## config.mk

```make
export PLATFORM = sky130hd
export DESIGN_NAME = vga_timing_gen
export DESIGN_NICKNAME = d
export VERILOG_FILES = /design/src/rtl/vga_timing_pkg.sv /design/src/rtl/sync_delay_line.sv /design/src/rtl/vga_timing_gen.sv
export SDC_FILE = /design/constraint.sdc
export NUM_CORES = 1
export LEC_CHECK = 0
export CAP_MARGIN = 20
export CORE_ASPECT_RATIO = 0.9
export CORE_MARGIN = 2
export CORE_UTILIZATION = 51
export DETAILED_ROUTE_END_ITERATION = 7
export PLACE_DENSITY_LB_ADDON = 0.15
export SLEW_MARGIN = 15
export SYNTH_ARGS = -nofsm -noshare
export SYNTH_HDL_FRONTEND = slang
export SYNTH_SLANG_ARGS = --single-unit
```

## constraint.sdc

```tcl
create_clock -name clk -period 2.8 [get_ports clk]
set_input_delay 0.84 -clock clk [delete_from_list [all_inputs] [get_ports clk]]
set_output_delay 0.84 -clock clk [all_outputs]
set_load 0.02 [all_outputs]
```

## src/rtl/vga_timing_pkg.sv

```systemverilog
// Shared 640x480@60 raster constants and coordinate widths for the text-mode pixel path.
package vga_timing_pkg;

    localparam int H_ACTIVE = 640;
    localparam int H_FP     = 16;
    localparam int H_SYNC   = 96;
    localparam int H_BP     = 48;
    localparam int H_TOTAL  = H_ACTIVE + H_FP + H_SYNC + H_BP;

    localparam int V_ACTIVE = 480;
    localparam int V_FP     = 10;
    localparam int V_SYNC   = 2;
    localparam int V_BP     = 33;
    localparam int V_TOTAL  = V_ACTIVE + V_FP + V_SYNC + V_BP;

    localparam logic HS_POL = 1'b0;
    localparam logic VS_POL = 1'b0;

    localparam int POS_X_W = 10;
    localparam int POS_Y_W = 9;
    localparam int CNT_W   = 10;

    typedef logic [CNT_W-1:0] cnt_t;

    // Half-open window test used for the sync decodes.
    function automatic logic in_window(cnt_t val, cnt_t lo, cnt_t hi);
        return (val >= lo) && (val < hi);
    endfunction

endpackage

```

## src/rtl/sync_delay_line.sv

```systemverilog
// Clock-enabled register chain; DEPTH=0 collapses to a wire.
module sync_delay_line #(
    parameter int WIDTH = 3,
    parameter int DEPTH = 2
) (
    input  logic             clk,
    input  logic             rst_n,
    input  logic             ce,
    input  logic [WIDTH-1:0] rst_val,
    input  logic [WIDTH-1:0] din,
    output logic [WIDTH-1:0] dout
);

    generate
        if (DEPTH == 0) begin : g_bypass
            logic unused_s;
            assign unused_s = ^{clk, rst_n, ce, rst_val};
            assign dout     = din;
        end else begin : g_chain
            logic [WIDTH-1:0] stage_r [DEPTH];

            // Shift the bundle one stage per pixel tick.
            always_ff @(posedge clk or negedge rst_n) begin
                if (!rst_n) begin
                    for (int i = 0; i < DEPTH; i++) begin
                        stage_r[i] <= rst_val;
                    end
                end else if (ce) begin
                    stage_r[0] <= din;
                    for (int i = 1; i < DEPTH; i++) begin
                        stage_r[i] <= stage_r[i-1];
                    end
                end
            end

            assign dout = stage_r[DEPTH-1];
        end
    endgenerate

endmodule

```

## src/rtl/vga_timing_gen.sv

```systemverilog
// Raster timing generator: pixel coordinates plus sync/blank delayed to match the glyph pipeline.
module vga_timing_gen
    import vga_timing_pkg::*;
#(
    parameter int   H_ACTIVE = vga_timing_pkg::H_ACTIVE,
    parameter int   H_FP     = vga_timing_pkg::H_FP,
    parameter int   H_SYNC   = vga_timing_pkg::H_SYNC,
    parameter int   H_BP     = vga_timing_pkg::H_BP,
    parameter int   V_ACTIVE = vga_timing_pkg::V_ACTIVE,
    parameter int   V_FP     = vga_timing_pkg::V_FP,
    parameter int   V_SYNC   = vga_timing_pkg::V_SYNC,
    parameter int   V_BP     = vga_timing_pkg::V_BP,
    parameter logic HS_POL   = vga_timing_pkg::HS_POL,
    parameter logic VS_POL   = vga_timing_pkg::VS_POL,
    parameter int   PIPE_DLY = 2
) (
    input  logic               clk,
    input  logic               rst_n,
    input  logic               pix_ce,
    output logic [POS_X_W-1:0] posx,
    output logic [POS_Y_W-1:0] posy,
    output logic               active,
    output logic               line_start,
    output logic               frame_start,
    output logic               hsync,
    output logic               vsync,
    output logic               blank_n
);

    localparam cnt_t H_LAST   = cnt_t'(H_ACTIVE + H_FP + H_SYNC + H_BP - 1);
    localparam cnt_t V_LAST   = cnt_t'(V_ACTIVE + V_FP + V_SYNC + V_BP - 1);
    localparam cnt_t H_ACT    = cnt_t'(H_ACTIVE);
    localparam cnt_t V_ACT    = cnt_t'(V_ACTIVE);
    localparam cnt_t HS_START = cnt_t'(H_ACTIVE + H_FP);
    localparam cnt_t HS_END   = cnt_t'(H_ACTIVE + H_FP + H_SYNC);
    localparam cnt_t VS_START = cnt_t'(V_ACTIVE + V_FP);
    localparam cnt_t VS_END   = cnt_t'(V_ACTIVE + V_FP + V_SYNC);

    cnt_t hcnt_r;
    cnt_t vcnt_r;
    logic hs_raw_s;
    logic vs_raw_s;
    logic active_s;
    logic at_line_start_s;

    // Raster counters; the line counter steps only on a column wrap.
    always_ff @(posedge clk or negedge rst_n) begin
        if (!rst_n) begin
            hcnt_r <= 10'd0;
            vcnt_r <= 10'd0;
        end else if (pix_ce) begin
            if (hcnt_r == H_LAST) begin
                hcnt_r <= 10'd0;
                if (vcnt_r == V_LAST) begin
                    vcnt_r <= 10'd0;
                end else begin
                    vcnt_r <= vcnt_r + 10'd1;
                end
            end else begin
                hcnt_r <= hcnt_r + 10'd1;
            end
        end
    end

    assign active_s = (hcnt_r < H_ACT) && (vcnt_r < V_ACT);
    assign hs_raw_s = in_window(hcnt_r, HS_START, HS_END) ? HS_POL : ~HS_POL;
    assign vs_raw_s = in_window(vcnt_r, VS_START, VS_END) ? VS_POL : ~VS_POL;

    assign active = active_s;
    assign posx   = active_s ? hcnt_r : 10'd0;
    assign posy   = active_s ? vcnt_r[POS_Y_W-1:0] : 9'd0;

    // Counter leaves the origin column on this very tick, so pulses cannot stretch.
    assign at_line_start_s = pix_ce && (hcnt_r == 10'd0);
    assign line_start      = at_line_start_s;
    assign frame_start     = at_line_start_s && (vcnt_r == 10'd0);

    sync_delay_line #(
        .WIDTH (3),
        .DEPTH (PIPE_DLY)
    ) u_sync_dly (
        .clk     (clk),
        .rst_n   (rst_n),
        .ce      (pix_ce),
        .rst_val ({~HS_POL, ~VS_POL, 1'b0}),
        .din     ({hs_raw_s, vs_raw_s, active_s}),
        .dout    ({hsync, vsync, blank_n})
    );

endmodule
```

# Word level (Yosys, flattened, before mapping)
# Cells that the tools add are included.
# classes
n_eq_ne	2
muxes	6
order_cmp	6
n_reduce_logical	8
n_addsub	2
# op_table
op	n
$mux W10	3
$add A10 B1 Y10 const B	2
$eq A10 B10 Y1 const B	2
$logic_not A10 Y1	2
$lt A10 B10 Y1 const B	2
$lt A10 B9 Y1 const B	2
$ge A10 B10 Y1 const B	1
$ge A10 B9 Y1 const B	1
$mux W9	1
$logic_and A1 B1 Y1	5
$mux W1	2
$reduce_and A2 Y1	1
# word_totals
register_bits	26
output_inout_bits	25
input_bits	3
wordCells	28

# Depth between registers and ports, before layout
# Gate-level depths: netlist of run 1.
# depth
ltp_word	3
ltp_mapped	6
depth_no_buf	5

# Least setup slack after synthesis of run 1
# OpenSTA, ideal clock, no wires.
# synth_path
path_type	input to output
from	input port pix_ce
to	output port frame_start
path_slack_ns	-0.223
arrival_ns	2.183
required_time_ns	1.960
path_stages	5
path_buffers	1
path_cell_list	clkbuf_1 > inv_1 > nor2_1 > nand3_1 > nor4_1
# synth_via
elab_chain_cells	2
# synth_rtl
item	line_no	rtl
start, declared	vga_timing_gen.sv:19	input logic pix_ce,
$logic_and A1 B1 Y1	vga_timing_gen.sv:74	assign at_line_start_s = pix_ce && (hcnt_r == 10'd0);
$logic_and A1 B1 Y1	vga_timing_gen.sv:76	assign frame_start = at_line_start_s && (vcnt_r == 10'd0);
end, declared	vga_timing_gen.sv:24	output logic frame_start,
# No other way between the ends.

# Worst setup path in the final report of run 1
# Ends and elaborated chain as after synthesis.

==> results of run 1 <==
cell type report:
class | instances | area share
Multi-Input combinational cell | 114 | 0.412
Sequential cell | 26 | 0.337
Timing Repair Buffer | 55 | 0.195
Tap cell | 40 | 0.0257
Clock buffer | 4 | 0.0186
Inverter | 6 | 0.0116
power breakdown:
part | total (mW) | internal, mW | switching (mW) | leakage (nW)
Sequential | 0.431 | 0.410 | 0.0213 | 0.313
Clock | 0.191 | 0.0795 | 0.111 | 0.0210
Combinational | 0.339 | 0.150 | 0.189 | 0.607
synthesized netlist by cell type (4+ instances only):
cell	number	area share
nor4_1	8	0.034
nor3_1	5	0.017
dfrtp_1	22	0.37
ha_1	4	0.034
clkbuf_1	6	0.015
and2_1	16	0.068
xor2_1	4	0.024
nand2_1	10	0.025
nand3_1	11	0.037
mux2_2	6	0.046
nor2_1	9	0.023
xnor2_1	7	0.041
dfstp_2	4	0.071
and3_1	4	0.017
inv_1	6	0.015
nand4_1	4	0.017
per-stage QoR:
stage | worst slack, ns | util | TNS [ns] | power, mW | area (um2)
after floorplan | 0.0587 | - | 0 | 0.627 | 1500
after global placement | -0.602 | 0.711 | -0.991 | 0.791 | 1950
after detailed placement | -0.608 | 0.711 | -1.53 | 0.803 | 1950
after CTS | 0.000734 | 0.731 | 0 | 0.977 | 2010
after global routing | -0.0825 | 0.709 | -0.0865 | 1.01 | 1950
final | 0.00889 | 0.709 | 0 | 0.961 | 1950
sequential cells by signal, indices dropped and copies added (netlist names):
name / flops
hcnt_r: 10
vcnt_r: 10
u_sync_dly.dout: 3
u_sync_dly.g_chain.stage_r: 3
how the worst max path moves through the flow:
stage,to,slack (ns),cells past startpoint
final,frame_start,0.009,6
after global routing,frame_start,-0.08,6
after CTS,posy[7],0.0007,6
after detailed placement,frame_start,-0.61,6
after global placement,frame_start,-0.60,6
after floorplan,frame_start,0.06,5
repair_timing:
action,in CTS,in global routing
endpoints found under the setup margin,22,22
pin swaps,2,1
gates cloned,0,1
buffers inserted,1,2
gates resized for setup,52,35
worst max-delay path: cells and delay by family:
kind / cells / cell delay (ns)
buf+inv: 3 / 0.72
simple gates: 3 / 0.39
layer usage:
metal	part of all wire	up-vias	GRT usage
met1	0.44	654	0.347
met4	0.0084	0	0.0870
met3	0.060	6	0.0256
li1	-	644	-
met2	0.49	57	0.392
met5	0	-	0
kinds of logic after synthesis:
logic type / synth area share
AND/OR/NAND/NOR: 0.309
flip-flops: 0.443
buffers and inverters: 0.0439
AO/OA/AOI/OAI: 0.0532
XOR/XNOR: 0.0650
multiplexers: 0.0524
adder cells (fa/ha/maj): 0.0338
==> impl_metrics.py, run 1 <==
metrics = {
    "final_layout": {
        "num-fill-cells": 249,
        "multiInputGateArea_um2": 803,
        "seqCellArea_um2": 656,
        "syn2layout_area_growth_pct": 31.5,
        "layout_common_cells": "28 x buf_4, 22 x dfrtp_1, 15 x and2_1",
        "fin_cells": 245,
        "num-nets-final": 213,
        "diodes": 0,
        "drive_above_1_share": 0.361,
        "final_common_cell": "buf_4",
    },
    "floorplan": {
        "start_util": 0.539,
        "dieArea_um2": 3350,
        "core_um2": 2750,
        "num_rows": 18,
        "die_h_um": 55.1,
        "ioPinCount": 28,
        "die_x_um": 60.8,
    },
    "global_routing": {
        "grt_max_degree": 27,
        "grt_antenna_before_repair": 0,
        "grt-ovfl-total": 0,
        "grt_first_pass_wirelength_um": 6030,
        "grt_pass1_vias": 1273,
        "grt_use_total": 0.245,
    },
    "timing": {
        "rsz0062_at_grt": "true",
        "fin_skew_ns": 0.00113,
        "holdWs_ns": 0.502,
        "finalHoldViolCount": 0,
        "fmax_mhz": 358,
        "report.final.setup_viol": 0,
        "worst_slew_pin_slew_ns": 0.453,
        "slew_headroom": 0.695,
        "maxSlewViolCount": 0,
        "min_period_ns": 2.79,
        "min_period_over_period": 0.997,
    },
    "worst_setup_path": {
        "slowest_delay_ns": 0.48,
        "slowest_stage": "clkdlybuf4s50_1",
        "crit_fanout": 2,
        "rrSetupSlack_ns": 0.72,
        "startpoint_type": "input port",
        "r2r_start": "hcnt_r[7]",
        "r2r_end": "vcnt_r[3]",
        "path_class": "input port to output pin",
        "crit_required_ns": 1.96,
        "reg2regPathDepth": 5,
        "startpoint": "pix_ce",
        "worstPathCellList": "clkdlybuf4s50_1 > inv_1 > nor2_2 > nand3_2 > nor4_4 > buf_4",
        "cp_data_arrival_time_ns": 1.95,
        "end_kind": "output pin",
    },
    "status": {
        "status": "finished, final reports clean",
    },
    "worst_hold_path": {
        "worstHoldStart": "u_sync_dly.g_chain.stage_r[4]",
        "min_path_type": "flop to flop",
        "worstHoldEndpoint": "u_sync_dly.g_chain.stage_r[4]",
        "hold_path_depth": 2,
    },
    "logic_synthesis": {
        "ys_warn_count": 0,
        "synth.distinct_cells": 38,
        "synth_edf_count": 0,
        "syn_nets": 163,
        "synthCells": 156,
        "synth-async-reset-ratio": 1.00,
        "synth-seq-cells": 26,
        "synth-seq-area-share": 0.443,
        "synthesis.area_um2": 1480,
        "synth.avg_cell_area_um2": 9.50,
        "synth_flop_cell": "dfrtp_1",
    },
    "power_and_ir_drop": {
        "cellPowerDensity_nw_per_um2": 493,
        "peakVddDrop_mv": 0.419,
        "leakagePower_nw": 0.940,
    },
    "cts": {
        "clock_sinks": 26,
        "cts_tree": "done",
        "worstSkewPairLatency_ns": 0.32,
        "cts_buffers": 3,
        "htreeDepth": 1,
        "cts_root_buf": "clkbuf_4",
        "clk_path_buf_depth": 2,
        "clk_pin_slew_worst_paths_ns": 0.14,
        "holdBufCountCts": 0,
    },
    "placement": {
        "gp_congestion": 0.873,
        "portBuffers": 27,
        "hpwl_um": 2710,
        "dpl.cell_count": 237,
    },
    "detailed_routing": {
        "drt_wl_total_um": 3680,
        "dr.pass1.iters": 5,
        "wire_per_inst_um": 15.0,
        "drc_errors": 0,
        "vias_per_cell": 5.56,
        "drtAntennaViolNets": 0,
        "drt_iter0_markers": 77,
        "num_vias": 1361,
    },
    "run": {
        "max_cap_viol_count": 0,
    },
}
Power figures use the tool's default switching activity.
==> run 2: changes to the inputs <==
CTS_CLUSTER_DIAMETER = 150   (was default)
==> results of run 2 <==
Same layout as run 1: the final DEF is identical, and so are final timing and power.
